File: src/rtl/if_stage_if.sv
// Instruction-memory bus between the fetch stage and a single-cycle instruction memory.
// An ack in a cycle with req=1 returns rdata for that same cycle's addr.
interface if_stage_if;
  logic        imem_req;
  logic [31:0] imem_addr;
  logic        imem_ack;
  logic [31:0] imem_rdata;

  modport master (
    output imem_req,
    output imem_addr,
    input  imem_ack,
    input  imem_rdata
  );

  modport slave (
    input  imem_req,
    input  imem_addr,
    output imem_ack,
    output imem_rdata
  );
endinterface

File: src/rtl/if_stage.sv
// Instruction fetch stage with IF/ID register, single-entry stall buffer and
// delay-slot branch redirect resolved from the instruction held in ID.
module if_stage #(
  parameter logic [31:0] RESET_PC = 32'h0000_0000
) (
  input  logic              clk,
  input  logic              rst,
  input  logic              if_rst,
  input  logic              if_en,
  input  logic [2:0]        pc_src,
  input  logic [31:0]       rs_data,
  input  logic [31:0]       rt_data,
  if_stage_if.master        imem,
  output logic [31:0]       inst_id,
  output logic [31:0]       pc4_id,
  output logic              if_valid,
  output logic              fetch_wait
);

  localparam logic [2:0] SrcJump = 3'd1;
  localparam logic [2:0] SrcJr   = 3'd2;
  localparam logic [2:0] SrcBeq  = 3'd3;
  localparam logic [2:0] SrcBne  = 3'd4;

  typedef enum logic {StFetch, StHold} state_e;

  state_e      r_state;
  logic [31:0] r_pc;
  logic [31:0] r_inst_id;
  logic [31:0] r_pc4_id;
  logic        r_if_valid;
  logic        r_pend;
  logic [31:0] r_pend_target;
  logic [31:0] r_buf_inst;
  logic [31:0] r_buf_pc4;

  state_e      w_state_nxt;
  logic [31:0] w_pc_nxt;
  logic [31:0] w_inst_nxt;
  logic [31:0] w_pc4_nxt;
  logic        w_valid_nxt;
  logic        w_pend_nxt;
  logic [31:0] w_pend_target_nxt;
  logic [31:0] w_buf_inst_nxt;
  logic [31:0] w_buf_pc4_nxt;

  logic        w_accept;
  logic        w_cond;
  logic        w_taken;
  logic [31:0] w_target;
  logic [31:0] w_br_off;
  logic [31:0] w_pc_plus4;
  logic [31:0] w_next_pc;

  assign w_pc_plus4 = r_pc + 32'd4;
  assign w_br_off   = {{14{r_inst_id[15]}}, r_inst_id[15:0], 2'b00};

  // Redirect is decided by the instruction sitting in ID, only when it is consumed.
  always_comb begin
    w_cond   = 1'b0;
    w_target = 32'h0;
    case (pc_src)
      SrcJump: begin
        w_cond   = 1'b1;
        w_target = {r_pc4_id[31:28], r_inst_id[25:0], 2'b00};
      end
      SrcJr: begin
        w_cond   = 1'b1;
        w_target = rs_data;
      end
      SrcBeq: begin
        w_cond   = (rs_data == rt_data);
        w_target = r_pc4_id + w_br_off;
      end
      SrcBne: begin
        w_cond   = (rs_data != rt_data);
        w_target = r_pc4_id + w_br_off;
      end
      default: begin
        w_cond   = 1'b0;
        w_target = 32'h0;
      end
    endcase
  end

  assign w_taken   = r_if_valid & if_en & w_cond;
  assign w_next_pc = w_taken ? w_target : (r_pend ? r_pend_target : w_pc_plus4);

  always_comb begin
    w_state_nxt       = r_state;
    w_pc_nxt          = r_pc;
    w_inst_nxt        = r_inst_id;
    w_pc4_nxt         = r_pc4_id;
    w_valid_nxt       = r_if_valid;
    w_pend_nxt        = r_pend;
    w_pend_target_nxt = r_pend_target;
    w_buf_inst_nxt    = r_buf_inst;
    w_buf_pc4_nxt     = r_buf_pc4;
    w_accept          = 1'b0;

    if (if_rst) begin
      w_state_nxt       = StFetch;
      w_pc_nxt          = RESET_PC;
      w_inst_nxt        = 32'h0;
      w_pc4_nxt         = 32'h0;
      w_valid_nxt       = 1'b0;
      w_pend_nxt        = 1'b0;
      w_pend_target_nxt = 32'h0;
      w_buf_inst_nxt    = 32'h0;
      w_buf_pc4_nxt     = 32'h0;
    end else begin
      unique case (r_state)
        StFetch: begin
          if (imem.imem_ack) begin
            if (if_en) begin
              w_inst_nxt  = imem.imem_rdata;
              w_pc4_nxt   = w_pc_plus4;
              w_valid_nxt = 1'b1;
              w_accept    = 1'b1;
            end else begin
              w_buf_inst_nxt = imem.imem_rdata;
              w_buf_pc4_nxt  = w_pc_plus4;
              w_state_nxt    = StHold;
            end
          end else if (if_en) begin
            w_inst_nxt  = 32'h0;
            w_valid_nxt = 1'b0;
          end
        end
        StHold: begin
          if (if_en) begin
            w_inst_nxt  = r_buf_inst;
            w_pc4_nxt   = r_buf_pc4;
            w_valid_nxt = 1'b1;
            w_accept    = 1'b1;
            w_state_nxt = StFetch;
          end
        end
        default: w_state_nxt = StFetch;
      endcase

      // A redirect with no delay-slot word accepted is remembered until the slot arrives.
      if (w_accept) begin
        w_pc_nxt   = w_next_pc;
        w_pend_nxt = 1'b0;
      end else if (w_taken) begin
        w_pend_nxt        = 1'b1;
        w_pend_target_nxt = w_target;
      end
    end
  end

  always_ff @(posedge clk or negedge rst) begin
    if (!rst) begin
      r_state       <= StFetch;
      r_pc          <= RESET_PC;
      r_inst_id     <= 32'h0;
      r_pc4_id      <= 32'h0;
      r_if_valid    <= 1'b0;
      r_pend        <= 1'b0;
      r_pend_target <= 32'h0;
      r_buf_inst    <= 32'h0;
      r_buf_pc4     <= 32'h0;
    end else begin
      r_state       <= w_state_nxt;
      r_pc          <= w_pc_nxt;
      r_inst_id     <= w_inst_nxt;
      r_pc4_id      <= w_pc4_nxt;
      r_if_valid    <= w_valid_nxt;
      r_pend        <= w_pend_nxt;
      r_pend_target <= w_pend_target_nxt;
      r_buf_inst    <= w_buf_inst_nxt;
      r_buf_pc4     <= w_buf_pc4_nxt;
    end
  end

  // Request is suppressed combinationally so it drops the instant reset asserts.
  assign imem.imem_req  = (r_state == StFetch) & rst;
  assign imem.imem_addr = r_pc;
  assign fetch_wait     = imem.imem_req & ~imem.imem_ack;

  assign inst_id  = r_inst_id;
  assign pc4_id   = r_pc4_id;
  assign if_valid = r_if_valid;

endmodule

File: src/flat_wrapper.sv
// flat-port wrapper written by rule: the top's interface ports become plain ports
module if_stage_flat 
#(
  parameter logic [31:0] RESET_PC = 32'h0000_0000
)
  (clk, rst, if_rst, if_en, pc_src, rs_data, rt_data, inst_id, pc4_id, if_valid, fetch_wait, imem_imem_req, imem_imem_addr, imem_imem_ack, imem_imem_rdata);
  if_stage_if imem_i ();
  input  logic clk;
  input  logic rst;
  input  logic if_rst;
  input  logic if_en;
  input  logic [2:0] pc_src;
  input  logic [31:0] rs_data;
  input  logic [31:0] rt_data;
  output logic [31:0] inst_id;
  output logic [31:0] pc4_id;
  output logic if_valid;
  output logic fetch_wait;
  output wire logic [$bits(imem_i.imem_req)-1:0] imem_imem_req;
  output wire logic [$bits(imem_i.imem_addr)-1:0] imem_imem_addr;
  input wire logic [$bits(imem_i.imem_ack)-1:0] imem_imem_ack;
  input wire logic [$bits(imem_i.imem_rdata)-1:0] imem_imem_rdata;
  assign imem_imem_req = imem_i.imem_req;
  assign imem_imem_addr = imem_i.imem_addr;
  assign imem_i.imem_ack = imem_imem_ack;
  assign imem_i.imem_rdata = imem_imem_rdata;
  if_stage #(.RESET_PC(RESET_PC)) u_core (.clk(clk), .rst(rst), .if_rst(if_rst), .if_en(if_en), .pc_src(pc_src), .rs_data(rs_data), .rt_data(rt_data), .imem(imem_i), .inst_id(inst_id), .pc4_id(pc4_id), .if_valid(if_valid), .fetch_wait(fetch_wait));
endmodule
File: config.mk
export PLATFORM = sky130hd
export DESIGN_NAME = if_stage_flat
export DESIGN_NICKNAME = d
export VERILOG_FILES = /design/src/rtl/if_stage_if.sv /design/src/rtl/if_stage.sv /design/src/flat_wrapper.sv
export SDC_FILE = /design/constraint.sdc
export NUM_CORES = 1
export LEC_CHECK = 0
export BUFFER_PORTS_ARGS = -buffer_cell sky130_fd_sc_hd__clkbuf_2
export CORE_MARGIN = 3
export CORE_UTILIZATION = 52
export CTS_CLUSTER_SIZE = 28
export DETAILED_ROUTE_END_ITERATION = 10
export GPL_TIMING_DRIVEN = 0
export PLACE_DENSITY = 0.89
export SLEW_MARGIN = 20
export SYNTH_ARGS = -nofsm -noshare
export SYNTH_HDL_FRONTEND = slang
export SYNTH_SLANG_ARGS = --single-unit
File: constraint.sdc
create_clock -name clk -period 2.8 [get_ports clk]
set_clock_uncertainty 0.1 [all_clocks]
set_input_delay 0.14 -clock clk [delete_from_list [all_inputs] [get_ports clk]]
set_output_delay 0.14 -clock clk [all_outputs]
set_load 0.01 [all_outputs]
Yosys cells after proc, flatten, opt, wreduce, memory -nomap -nowiden

Index checks and enable logic that the tools add are counted.

Register bits after elaboration: 195
Input port bits: 104
Output and inout port bits: 99
Logic and storage cells: 84

$add $sub $neg: 2
Eq/ne operators: 13
Mux-type cells: 44
Bitwise gates (word level): 6
Reductions and logical operators: 10

Operators by type and width:

| kind                    | count |
|---|---|
| $mux W32                | 24 |
| $pmux W32 S2            | 2 |
| $pmux W32 S3            | 1 |
| $add A32 B3 Y32 const B | 1 |
| $add A32 B32 Y32        | 1 |
| $eq A32 B32 Y1          | 1 |
| $ne A32 B32 Y1          | 1 |
| $mux W1                 | 13 |
| $ne A3 B3 Y1 const B    | 3 |
| $eq A3 B2 Y1 const B    | 2 |
| $ne A2 B2 Y1 const B    | 3 |
| $pmux W1 S2             | 3 |
| $reduce_and A3 Y1       | 2 |
| $reduce_bool A2 Y1      | 3 |
| $and A1 B1 Y1           | 4 |
| $ne A4 B4 Y1 const B    | 1 |
| $reduce_and A2 Y1       | 2 |
| $reduce_or A2 Y1        | 2 |
| $eq A3 B1 Y1 const B    | 1 |
| $eq A3 B3 Y1 const B    | 1 |
| $pmux W1 S3             | 1 |
| $reduce_bool A3 Y1      | 1 |
| $not A1 Y1              | 2 |

Logic depth before layout (Yosys ltp)

Word-level depth: 7
Depth in mapped cells: 11
Depth with buffers taken out: 11

Worst setup path after synthesis

OpenSTA, ideal clock, no wires.

Path kind: reg-to-reg
From: register u_core.r_inst_id[15], in the netlist u_core.inst_id[15]
To: register u_core.r_pc[22], in the netlist u_core.imem.imem_addr[22]
Library setup time: 0.121 ns
Arrival: 2.644 ns
Data required time: 2.579 ns
Slack: -0.065 ns
Cell stages (with the launch flop): 10
Path buffers: 0
Period minus slack after synthesis: 2.865 ns
Cell sequence: dfrtp_1 -> ha_1 -> o21ai_0 -> a21oi_1 -> nor3b_2 -> a211oi_2 -> o211a_1 -> or3_1 -> a311o_1 -> a22o_1

Cells in the longest elaborated chain, start to end: 5

Ends and longest elaborated chain:

| what                   | line                           | RTL |
|---|---|---|
| from (decl)            | if_stage.sv:29                 | `logic [31:0] r_inst_id;` |
| from (signal assigned) | if_stage.sv:167                | `r_inst_id <= w_inst_nxt;` |
| $add A32 B32 Y32       | if_stage.sv:73, if_stage.sv:77 |  |
| $pmux W32 S3           | if_stage.sv:62                 | `case (pc_src)` |
| $mux W32               | if_stage.sv:87                 | `assign w_next_pc = w_taken ? w_target : (r_pend ? r_pend_target : w_pc_plus4);` |
| $mux W32               | if_stage.sv:143                | `if (w_accept) begin` |
| $mux W32               | if_stage.sv:101                | `if (if_rst) begin` |
| to (signal assigned)   | if_stage.sv:166                | `r_pc <= w_pc_nxt;` |
| to (decl)              | if_stage.sv:28                 | `logic [31:0] r_pc;` |

No other way between the ends. The select of a mux whose other input is x is not followed.
A chain may end at the register's enable or synchronous reset.

Worst setup path after layout

From: register u_core.r_pc4_id[2], in the netlist u_core.pc4_id[2]
To: register u_core.r_pc[30], in the netlist u_core.imem.imem_addr[30]

Cells in the longest elaborated chain, start to end: 5

Ends and longest elaborated chain:

| what                   | line                           | RTL |
|---|---|---|
| from (decl)            | if_stage.sv:30                 | `logic [31:0] r_pc4_id;` |
| from (signal assigned) | if_stage.sv:168                | `r_pc4_id <= w_pc4_nxt;` |
| $add A32 B32 Y32       | if_stage.sv:73, if_stage.sv:77 |  |
| $pmux W32 S3           | if_stage.sv:62                 |  |
| $mux W32               | if_stage.sv:87                 |  |
| $mux W32               | if_stage.sv:143                |  |
| $mux W32               | if_stage.sv:101                |  |

No other way between the ends. The select of a mux whose other input is x is not followed.

==> out/summary.txt <==
Req. time, crit path = 3.03 ns
Count leader, synth = dfrtp_1
Top_reg_cell synth = dfrtp_1
LEAKAGE = 6.87 nW
Layout fillers = 1613
Register area share after synthesis = 41.7%
P&R area growth vs syn = 28.4%
Vias in the first global route = 12100
Crit path max-delay family = compound AO/OA/AOI/OAI gates
CP dominant cell by count = buf_6
Slew margin rel. = 36.3%
Die Y = 156 microns
Minimum clock period = 2.92 ns
Internal power = 4.71 mW
Cell count along the critical path = 13
Starting DRC count in detailed routing = 1713
Routed WL = 45900 microns
Crit path cell chain = ha_4, inv_2, fa_2, nand2b_4, a21oi_4, o21ai_4, a211oi_4, buf_6, buf_6, a311oi_2, xnor2_1, a21oi_2, a211oi_2
Post-Syn Area = 11700 sq um
Port Buf Inserts = 202
Worst skew pair latency = 0.45 ns
Core region area = 22000 sq um
Outcome = finished with violations
ANT cells = 0
CTS tree = done
I/O pins = 203
H-tree depth = 4
Via/cell ratio = 6.72
Worst Setup Start Kind = flop
CP endpoint kind = flop
Largest area contributor in the synthesized netlist = dfrtp_1
Max Cap Viol = 0
PwrDens = 461 nW/um^2
GRT Total Usage = 36.5%
Initial DRT Pass Iterations = 6
Antenna viol nets, final = 0
Post-Syn Instances = 1292
Crit Path Class = reg2reg
Final hold slack = 0.00961 ns
Rows = 54
First-pass GRT wire length = 68500 microns
Full die area = 24300 sq um
Gate power share = 19.5%
Antenna violations before repair = 0
Final Power = 6.92 mW
Hold depth = 4
CTS Sinks = 195
Seq pwr share = 44.7%
Share of cells above drive strength 1 = 25.6%
Mean post-synth cell area = 9.05 sq um
Clock tree buffer depth = 2
Finish-stage setup viols = 8
Routed vias = 12500
Hold crit path type = in2reg
Final worst path period share = 104%
Top cells by area, synth = dfrtp_1 (42%), nand2_1 (5.4%), o21ai_0 (4.2%)
Crit-path max FO = 3
WL per Instance = 24.6 microns
Top cells by count, synth = dfrtp_1 (195), nand2_1 (167), nor2_1 (100)
Syn_nets = 1427
Total net switching power = 2.21 mW
Fmax achieved = 342 MHz
Final hold viol count = 0
Max VDD drop = 0.421 mV
Layout Nets = 1708
Crit path DAT = 3.15 ns
Fin. max-slew vios = 0
Routability Congestion = 1.01
RSZ-0062 raised after global routing = true
Failing checks = setup timing
Starting Density = 53.3%
FF-to-FF path depth = 13
Number of synthesized flops with an enable pin = 0
Worst path slowest cell = dfrtp_1
Hpwl dp = 32600 microns
Yosys top cell area share = 41.7%
Switching fraction of total power = 31.9%
Pin count of the biggest net entering global routing = 83
Critical path's largest stage delay = 0.43 ns
Total gr overflow = 0
Clock share of power = 35.8%
Asr flop ratio synth = 100%
Clk pin slew, worst setup/hold paths = 0.08 ns
Setup ws final = -0.121 ns
Root Buffer = clkbuf_16
Synth Warn # = 0
Bufs and invs on worst path = 3
Worst-Margin Slew = 0.955 ns
Number of synthesized register bits = 195
Drt drc = 0
Die width = 156 microns
Yosys cell types = 77
Num CTS Buffers = 17
==> worst reg2reg max path: cells and delay by family (launching register included) <==
family,cells,cell delay [ns]
buffers and inverters,3,0.29
AO/OA/AOI/OAI,6,1.08
flip-flops,1,0.43
adder cells (fa/ha/maj),2,0.54
AND/OR/NAND/NOR,1,0.17
XOR/XNOR,1,0.19
==> repair_timing <==
item                                    CTS  global route
hold endpoints to repair                174             0
hold buffers                             36             0
gates resized for setup                 104            68
buffers inserted                         21             9
pin swaps                                23            18
endpoints found under the setup margin   61            58
==> cells in the final DEF, fill, tap and decap left out, types with 7 or more instances in the layout <==
cell type	n
nand3_1	27
a21oi_2	12
nor4_1	7
mux2i_1	46
clkbuf_1	55
nor3_1	10
a21oi_1	50
dfrtp_2	14
a31oi_1	7
ha_4	20
a211oi_1	32
a221oi_1	12
a22o_1	55
o21ai_0	84
o211ai_1	7
a21o_1	28
and3_1	12
buf_6	10
nand2b_1	8
nor2_1	96
xor2_1	48
buf_4	24
mux2_2	8
nand2_1	167
inv_1	14
nand4_1	14
clkbuf_16	17
dfrtp_1	180
dlygate4sd3_1	36
xnor2_1	25
a22oi_1	59
buf_1	10
clkbuf_2	210
o21ai_1	11
==> power groups by stage <==
stage	Clock [mW]	Sequential (mW)	Combinational (mW)
final	2.48	3.10	1.35
after global routing	2.57	3.10	1.43
after CTS	2.45	3.08	1.26
after detailed placement	0	3.13	1.14
after global placement	0	3.13	1.10
after floorplan	0	3.13	0.611
==> sequential cells by signal, indices dropped and copies added (netlist names) <==
signal and cells:
u_core.r_buf_inst 32, u_core.if_valid 1, u_core.pc4_id 32, u_core.r_pend_target 32, u_core.r_state 1, u_core.imem.imem_addr 32, u_core.r_buf_pc4 32, u_core.r_pend 1
u_core.inst_id 32
==> cell type report <==
class	count	area, sq um	share of cell area (%)
multi-input cells	989	7070	47.1
clock inverters	14	144	0.958
plain buffers	84	375	2.50
flip-flops and latches	195	4900	32.6
inverters	16	60.1	0.400
clock buffers	17	425	2.83
well taps	280	350	2.33
repair buffers	270	1690	11.2
==> cell families after synthesis <==
family / share of synthesized area, %
AND/OR/NAND/NOR: 15.2
AO/OA/AOI/OAI: 25.3
adder cells (fa/ha/maj): 3.38
multiplexers: 4.71
buffers and inverters: 3.78
XOR/XNOR: 5.84
flip-flops: 41.7
==> final timing paths <==
check / slack, ns / to / startpoint
worst min-delay path: 0.01 / u_core.if_valid / if_en
worst max register to register: -0.12 / u_core.imem.imem_addr[30] / u_core.pc4_id[2]
worst min register to register: 0.39 / u_core.r_pend_target[17] / u_core.r_pend_target[17]
min in group asynchronous: 0.11 / u_core.pc4_id[27] / rst
worst max-delay path: -0.12 / u_core.imem.imem_addr[30] / u_core.pc4_id[2]
max in group asynchronous: 1.69 / u_core.pc4_id[9] / rst
==> metrics by stage <==
stage | cells | area [sq um] | utilization [%] | setup slack, ns | TNS (ns)
after detailed placement | 1776 | 13100 | 59.9 | -0.735 | -19.99
final | 1865 | 15000 | 68.4 | -0.121 | -0.501
after global placement | 1774 | 13100 | 59.6 | -2.57 | -448.40
after global routing | 1865 | 15000 | 68.4 | -0.184 | -1.23
after floorplan | 1292 | 11700 | - | 0.00623 | 0
after CTS | 1857 | 14700 | 66.8 | -0.0356 | -0.123
==> routing by layer <==
metal	wire length, microns	vias up	track usage, %	part of all wire, %
met5	0	-	0	0
met4	2660	0	18.0	5.8
met3	5310	204	7.35	12
met2	20800	992	57.3	45
met1	17100	6032	48.2	37
li1	-	5312	-	-
No activity file was read; power rests on OpenSTA's default activity.
